--- src/rtl/uart_tx_arbiter.sv ---
// uart_tx_arbiter: round-robin, packet-granular arbiter feeding one UART transmit handshake.
// Define UART_ARB_ID_HDR_EN to prefix every packet with a header byte 8'hA0 | grant_id.
module uart_tx_arbiter #(
  parameter int NUM_REQ = 4,
  parameter int MAX_PKT_LEN = 64,
  localparam int IW = (NUM_REQ > 1) ? $clog2(NUM_REQ) : 1,
  localparam int CW = $clog2(MAX_PKT_LEN + 1)
) (
  input  logic                 clk,
  input  logic                 rst_n,
  input  logic [NUM_REQ-1:0]   req_valid,
  output logic [NUM_REQ-1:0]   req_ready,
  input  logic [8*NUM_REQ-1:0] req_tdata,
  input  logic [NUM_REQ-1:0]   req_tlast,
  output logic                 tx_valid,
  input  logic                 tx_ready,
  output logic [7:0]           tx_tdata,
  output logic [IW-1:0]        grant_id,
  output logic                 busy
);
`ifdef UART_ARB_ID_HDR_EN
  typedef enum logic [1:0] {IDLE, HDR, DATA} state_t;
`else
  typedef enum logic [1:0] {IDLE, DATA} state_t;
`endif
  state_t state, state_nxt;
  logic [IW-1:0] rr_ptr, winner;
  logic [CW-1:0] cnt;
  logic found, xfer, pkt_end;
  function automatic logic [IW-1:0] wrap(input logic [IW-1:0] base, input int off);
    int s;
    s = int'(base) + off;
    return IW'((s >= NUM_REQ) ? s - NUM_REQ : s);
  endfunction
  // Scan downward so the lowest offset from rr_ptr is the last (winning) assignment.
  always_comb begin
    found = 1'b0;
    winner = '0;
    for (int i = NUM_REQ - 1; i >= 0; i--)
      if (req_valid[wrap(rr_ptr, i)]) begin
        found = 1'b1;
        winner = wrap(rr_ptr, i);
      end
  end
  assign xfer = (state == DATA) && req_valid[grant_id] && tx_ready;
  assign pkt_end = xfer && (req_tlast[grant_id] || cnt == CW'(MAX_PKT_LEN - 1));
  assign busy = (state != IDLE);
  always_comb begin
    state_nxt = state;
    tx_valid = 1'b0;
    tx_tdata = 8'h00;
    req_ready = '0;
    case (state)
      IDLE: if (found) begin
`ifdef UART_ARB_ID_HDR_EN
        state_nxt = HDR;
`else
        state_nxt = DATA;
`endif
      end
`ifdef UART_ARB_ID_HDR_EN
      HDR: begin
        tx_valid = 1'b1;
        tx_tdata = 8'hA0 | 8'(grant_id);
        state_nxt = tx_ready ? DATA : HDR;
      end
`endif
      DATA: begin
        tx_valid = req_valid[grant_id];
        tx_tdata = req_tdata[8*grant_id +: 8];
        req_ready[grant_id] = tx_ready;
        state_nxt = pkt_end ? IDLE : DATA;
      end
      default: state_nxt = IDLE;
    endcase
  end
  always_ff @(posedge clk or negedge rst_n)
    if (!rst_n) begin
      state <= IDLE;
      grant_id <= '0;
      rr_ptr <= '0;
      cnt <= '0;
    end else begin
      state <= state_nxt;
      if (state == IDLE && found) begin
        grant_id <= winner;
        cnt <= '0;
      end
      if (xfer) cnt <= cnt + 1'b1;
      if (pkt_end) rr_ptr <= (grant_id == IW'(NUM_REQ - 1)) ? '0 : grant_id + 1'b1;
    end
endmodule

--- config.mk ---
export PLATFORM = sky130hd
export DESIGN_NAME = uart_tx_arbiter
export DESIGN_NICKNAME = d
export VERILOG_FILES = /design/src/rtl/uart_tx_arbiter.sv
export SDC_FILE = /design/constraint.sdc
export NUM_CORES = 1
export LEC_CHECK = 0
export CAP_MARGIN = 0
export CORE_MARGIN = 10
export CORE_UTILIZATION = 41
export DETAILED_ROUTE_END_ITERATION = 12
export PLACE_DENSITY = 0.85
export SYNTH_ARGS = -nofsm -noshare
export SYNTH_HDL_FRONTEND = slang
export SYNTH_SLANG_ARGS = --single-unit
--- constraint.sdc ---
create_clock -name clk -period 4.95 [get_ports clk]
set_input_delay 0.495 -clock clk [delete_from_list [all_inputs] [get_ports clk]]
set_output_delay 0.495 -clock clk [all_outputs]
set_load 0.01 [all_outputs]
==> results of run 1 <==
==> layout by cell type (no fill, tap or decap), drive strengths merged <==
master and instances:
o21ai 4, o21a 1, dfrtp 12, and2 10, mux2i 1, ha 5, o22ai 1, o2bb2ai 2
nand3 4, mux4 10, a211o 1, a21o 3, xor2 2, nand2 6, or3 2, a2111o 1
nor4 1, mux2 2, or2 1, nor3b 3, nor2 3, inv 5, clkdlybuf4s50 58, and3 4
a21oi 8, clkbuf 4
==> path summary, 6_finish.rpt <==
| path | depth (start not counted) | to | from |
|---|---|---|---|
| max | 3 | tx_valid | grant_id[0] |
| min | 1 | cnt[6] | cnt[6] |
| max reg2reg | 4 | rr_ptr[1] | grant_id[0] |
| min reg2reg | 1 | cnt[6] | cnt[6] |
| max in group asynchronous | 1 | rr_ptr[1] | rst_n |
| min in group asynchronous | 1 | cnt[5] | rst_n |
==> metrics by stage <==
| stage | setup slack [ns] | hold slack (ns) | cells | cell area (µm²) |
|---|---|---|---|---|
| 2_1_floorplan | 2.96 | 0.199 | 95 | 1010 |
| 3_3_place_gp | 2.26 | 0.471 | 178 | 1620 |
| 3_5_place_dp | 2.23 | 0.487 | 178 | 1620 |
| 4_1_cts | 1.96 | 0.504 | 182 | 1650 |
| 5_1_grt | 1.85 | 0.532 | 182 | 1650 |
| 6_report | 2.00 | 0.501 | 182 | 1650 |
==> flip-flops by register name, summed over array words and instances, names as in the netlist <==
register	cells
cnt	7
grant_id	2
state	1
rr_ptr	2
==> kinds of logic (layout without fill, tap and decap cells) <==
logic type      count (synthesis)  count (layout)  share of synthesized area
simple gates                   34              34                      0.194
compound gates                 21              21                      0.139
buf+inv                         8              67                     0.0308
mux                            13              13                      0.261
xor+xnor                        2               2                     0.0173
fa+ha+maj                       5               5                     0.0617
flops                          12              12                      0.296
==> area by class of cell <==
class / count / area (µm²) / area share
Timing Repair Buffer: 58 / 581 / 0.351
Clock buffer: 4 / 36.3 / 0.0219
Multi-Input combinational cell: 75 / 683 / 0.413
Tap cell: 28 / 35.0 / 0.0212
Inverter: 5 / 18.8 / 0.0113
Sequential cell: 12 / 300 / 0.182
==> report_power, final <==
group          internal, mW  switching, mW  leakage [nW]
sequential            0.128         0.0792         0.153
combinational         0.266          0.156         0.516
clock                0.0446         0.0297        0.0210
total                 0.439          0.265         0.690
==> layer usage <==
| metal | vias up | wire length [µm] |
|---|---|---|
| li1 | 474 | - |
| met1 | 506 | 1240 |
| met2 | 20 | 2240 |
| met3 | 2 | 92 |
| met4 | 0 | 19 |
| met5 | - | 0 |
==> worst max-delay path, delay by kind of cell, from the launching register on <==
kind | cells | cell delay, ns
buf+inv | 1 | 0.49
flops | 1 | 0.84
mux | 1 | 0.67
simple gates | 1 | 0.19
==> results by group, run 1 <==
Global route
  – First-pass GRT wire length: 5830 µm
  – Initial antenna violation count: 0
  – Total gr overflow: 0
  – Met3 Use GR: 0.0228
  – GRT Total Usage: 0.144
  – Largest net degree at the start of global routing: 19
  – Global Route met2 Usage: 0.311
  – Vias in the first global route: 1,131
  – GRT Max-Usage Layer: met2
  – Grt met1 use: 0.136

STA
  – Final min period: 2.95 ns
  – Number of setup violations in the final report: 0
  – RSZ-0062 raised after global routing: false
  – Actual slew at the worst max-slew pin: approximately 0.76 ns
  – Final setup TNS: 0 ns
  – Worst Skew: 0.000471 ns
  – Max_slew headroom: 0.493
  – Highest Clock Rate: 0.339 GHz
  – Period utilization: 0.596
  – Pins Over Slew Limit: 0
  – Final Hold Viols: 0

Yosys
  – Dominant cell type by area after synthesis: dfrtp_1
  – Seq/Total Area, Yosys: 0.296
  – Synth cell count leaders: dfrtp_1, and2_1, mux4_2
  – Synth Cell Area: 0.00101 mm²
  – Ys flop type: dfrtp_1
  – FF+latch count, synth: 12
  – Top cells by area, synth: dfrtp_1, mux4_2, and2_1
  – YS warnings: 0
  – Syn Nets: 143
  – Post-synth top area share: 0.296
  – Mapped Avg Cell Area: 10.7 µm²
  – Netlist cell types: 30
  – Most frequent cell after synthesis: dfrtp_1
  – Asr flop ratio synth: 1.00
  – Cells after Synth: 95
  – Post-synth EDFFs: 0

Die
  – Core footprint: approximately 0.0023 mm²
  – Die Width: approximately 70 µm
  – Die H: 69.8 µm
  – Top-level port count: around 60
  – Core Rows: 17
  – DIE AREA: 0.00487 mm²
  – Initial core utilization: 0.446

Critical path
  – Register-to-register setup slack: between 2 and 3 ns
  – Critical Path Source Type: flop
  – Maximum fanout along the worst path: 15
  – CP endpoint kind: primary output
  – Slowest cell on crit path: dfrtp_1
  – Req. time, crit path: approximately 4.5 ns
  – Crit path kind: flop to primary output
  – CP Cell Sequence: mux4_2 -> and2_1 -> clkdlybuf4s50_1
  – WP data arrival: approximately 2.5 ns
  – Slowest Stage Delay on Critical Path: 0.84 ns

Clock network
  – Clock-pin slew on the worst setup and hold paths: 0.07 ns
  – Clk Latency, worst-skew pair: 0.26 ns
  – # resized after CTS: 0
  – Post-CTS Setup Bufs: 0
  – H-tree levels: 1
  – Root Buffer: clkbuf_4
  – Number of CTS-inserted buffers: 3
  – Clock Sinks: 12
  – Hold_buf cts: 0
  – CTS Buffer Depth: 2
  – CTS tree: yes

Routing
  – Avg WL per Cell: 19.8 µm
  – DRT Pass-1 Iters: 4
  – Final WL: roughly 3600 µm
  – Vias: 1,002
  – Final ANT Viol Nets: 0
  – Iter 0 DRT Violations: 45
  – Vias/cell: 5.51
  – Number of remaining DRC errors: 0

Job
  – Max capacitance violation total: 0

Power
  – Power per cell area: roughly 430 mW/mm²
  – Leakage power: 0.690 nW
  – Tot Pwr: 704 µW
  – Maximum resistive drop on vdd: 0.000337 V

Placed design
  – Gpl congestion: 0.820
  – Post-DP HPWL: about 3000 µm
  – Port Buf Inserts: 58

Finish
  – Share of cells above drive strength 1: 0.130
  – Diode count: 0
  – Area grow syn2layout: 63.0%
  – Layout fillers: 157
  – Layout Nets: about 200
  – Post-route core utilization: 0.727

Worst hold path
  – Hold WC Path Type: flop to flop

Status
  – Status: complete, no violations
Note: power is estimated with default switching activity, not from simulation.
==> run 2, diff against run 1 <==
- CORE_UTILIZATION: 41 -> 34
- PLACE_DENSITY: 0.85 -> 0.75
- clock period: 4.95 -> 2.6 ns (I/O delays scaled with it)
==> results by group, run 2 (synthesis gave the netlist of run 1 again) <==
Status
  – Status: complete, no violations

Power
  – Leakage power: 0.700 nW
  – Power per cell area: 819 mW/mm²
  – Maximum resistive drop on vdd: between 0.0003 and 0.0004 V

Routing
  – Iter 0 DRT Violations: 32
  – Vias/cell: approximately 5.6
  – Avg WL per Cell: 19.0 µm
  – Vias: 1,043
  – Number of remaining DRC errors: 0
  – DRT Pass-1 Iters: 4
  – Final WL: 3540 µm
  – Final ANT Viol Nets: 0

Placed design
  – Post-DP HPWL: ~3000 µm
  – Placed Instance Area: 0.00164 mm²
  – Port Buf Inserts: 58
  – Placed insts: 183
  – DP Worst Slack: 0.342 ns
  – Gpl congestion: 0.789

STA
  – Actual slew at the worst max-slew pin: 0.530 ns
  – Max_slew headroom: 0.646
  – Final setup TNS: 0 ns
  – Worst Skew: 0.0112 ns
  – RSZ-0062 raised after global routing: false
  – Final Hold Viols: 0
  – Period utilization: 0.912
  – Pins Over Slew Limit: 0
  – Setup WS post-layout: around 0.23 ns
  – Highest Clock Rate: 0.422 GHz
  – Number of setup violations in the final report: 0
  – Worst hold slack: ~0.33 ns
  – Final min period: around 2.4 ns

Clock network
  – Number of CTS-inserted buffers: 3
  – CTS Buffer Depth: 2
  – CTS tree: yes
  – Clock Sinks: 12
  – H-tree levels: 1
  – Root Buffer: clkbuf_4
  – Hold_buf cts: 0
  – Clk Latency, worst-skew pair: 0.27 ns
  – Post-CTS Setup Bufs: 0
  – # resized after CTS: 0
  – Clock-pin slew on the worst setup and hold paths: 0.08 ns

Global route
  – Vias in the first global route: 1,116
  – Initial antenna violation count: 0
  – First-pass GRT wire length: 5630 µm
  – Largest net degree at the start of global routing: 19
  – Total gr overflow: 0
  – GRT Total Usage: 0.132

Finish
  – Area grow syn2layout: 64.9%
  – Max reg flops: 7
  – Finished Cell Area: roughly 0.0017 mm²
  – Final cell count without fillers: 187
  – Commonest non-fill, non-tap cell in the layout: clkdlybuf4s50_1
  – Commonest non-fill, non-tap cells in the layout: clkdlybuf4s50_1, dfrtp_1, mux4_2, and2_1, a21oi_1
  – Largest register by flop count: cnt
  – Largest regs: cnt: 7 flops, grant_id: 2 flops, rr_ptr: 2 flops
  – Share of cells above drive strength 1: 0.141
  – Diode count: 0
  – Layout Nets: about 210

Critical path
  – Slowest Stage Delay on Critical Path: 0.53 ns
  – CP Cell Sequence: buf_4 -> mux4_2 -> and2_1 -> clkdlybuf4s50_1
  – Slowest cell on crit path: mux4_2
  – Maximum fanout along the worst path: 14
  – Req. time, crit path: approximately 2.3 ns
  – Crit path kind: flop to primary output
  – WP data arrival: 2.11 ns
  – Critical Path Source Type: flop
  – CP endpoint kind: primary output

Die
  – Die H: 74.6 µm
  – DIE AREA: 0.00557 mm²
  – Core footprint: 0.00281 mm²
  – Top-level port count: 59
  – Initial core utilization: 0.362
  – Core Rows: 19
  – Die Width: 74.6 µm

Worst hold path
  – Hold WC Path Type: input pin to asynchronous set/reset pin

Job
  – Max capacitance violation total: 0
run 2: worst paths after layout:
kind | slack [ns] | start | to | depth (start not counted)
worst max-delay path | 0.23 | grant_id[0] | tx_tdata[3] | 4
worst max register to register | 0.75 | cnt[0] | rr_ptr[0] | 5
worst min register to register | 0.51 | cnt[6] | cnt[6] | 1
min in group clk | 0.51 | cnt[6] | cnt[6] | 1
worst min-delay path | 0.33 | rst_n | cnt[5] | 1
max in group asynchronous | 1.91 | rst_n | grant_id[1] | 1
run 2: worst max-delay path: cells and delay by family, from the launching register on:
kind	cells	cell delay [ns]
multiplexers	1	0.53
AND/OR/NAND/NOR	1	0.17
flip-flops	1	0.38
buffers and inverters	2	0.75
run 2: routing by layer:
layer | global-route usage | vias up | wire [µm]
li1 | - | 483 | -
met5 | 0 | - | 0
met4 | 0.0294 | 0 | 34
met3 | 0.0276 | 4 | 133
met2 | 0.263 | 33 | 2020
met1 | 0.136 | 523 | 1360
run 2: layout make-up:
class                      count  area (µm²)
fill                         267        1130
inverter                       5        18.8
multi-input combinational     75         683
tap                           31        38.8
sequential                    12         300
clock buffer                   4        36.3
timing repair buffer          60         596
run 2: per-stage QoR:
step                total power, mW  utilization
global placement               1.20        0.583
detailed placement             1.23        0.583
floorplan                     0.815            -
CTS                            1.39        0.596
global route                   1.46        0.596
finish                         1.37        0.596
run 2: power breakdown:
group | switching (mW) | internal, mW
Combinational | 0.362 | 0.522
Clock | 0.0621 | 0.0851
Sequential | 0.0940 | 0.245
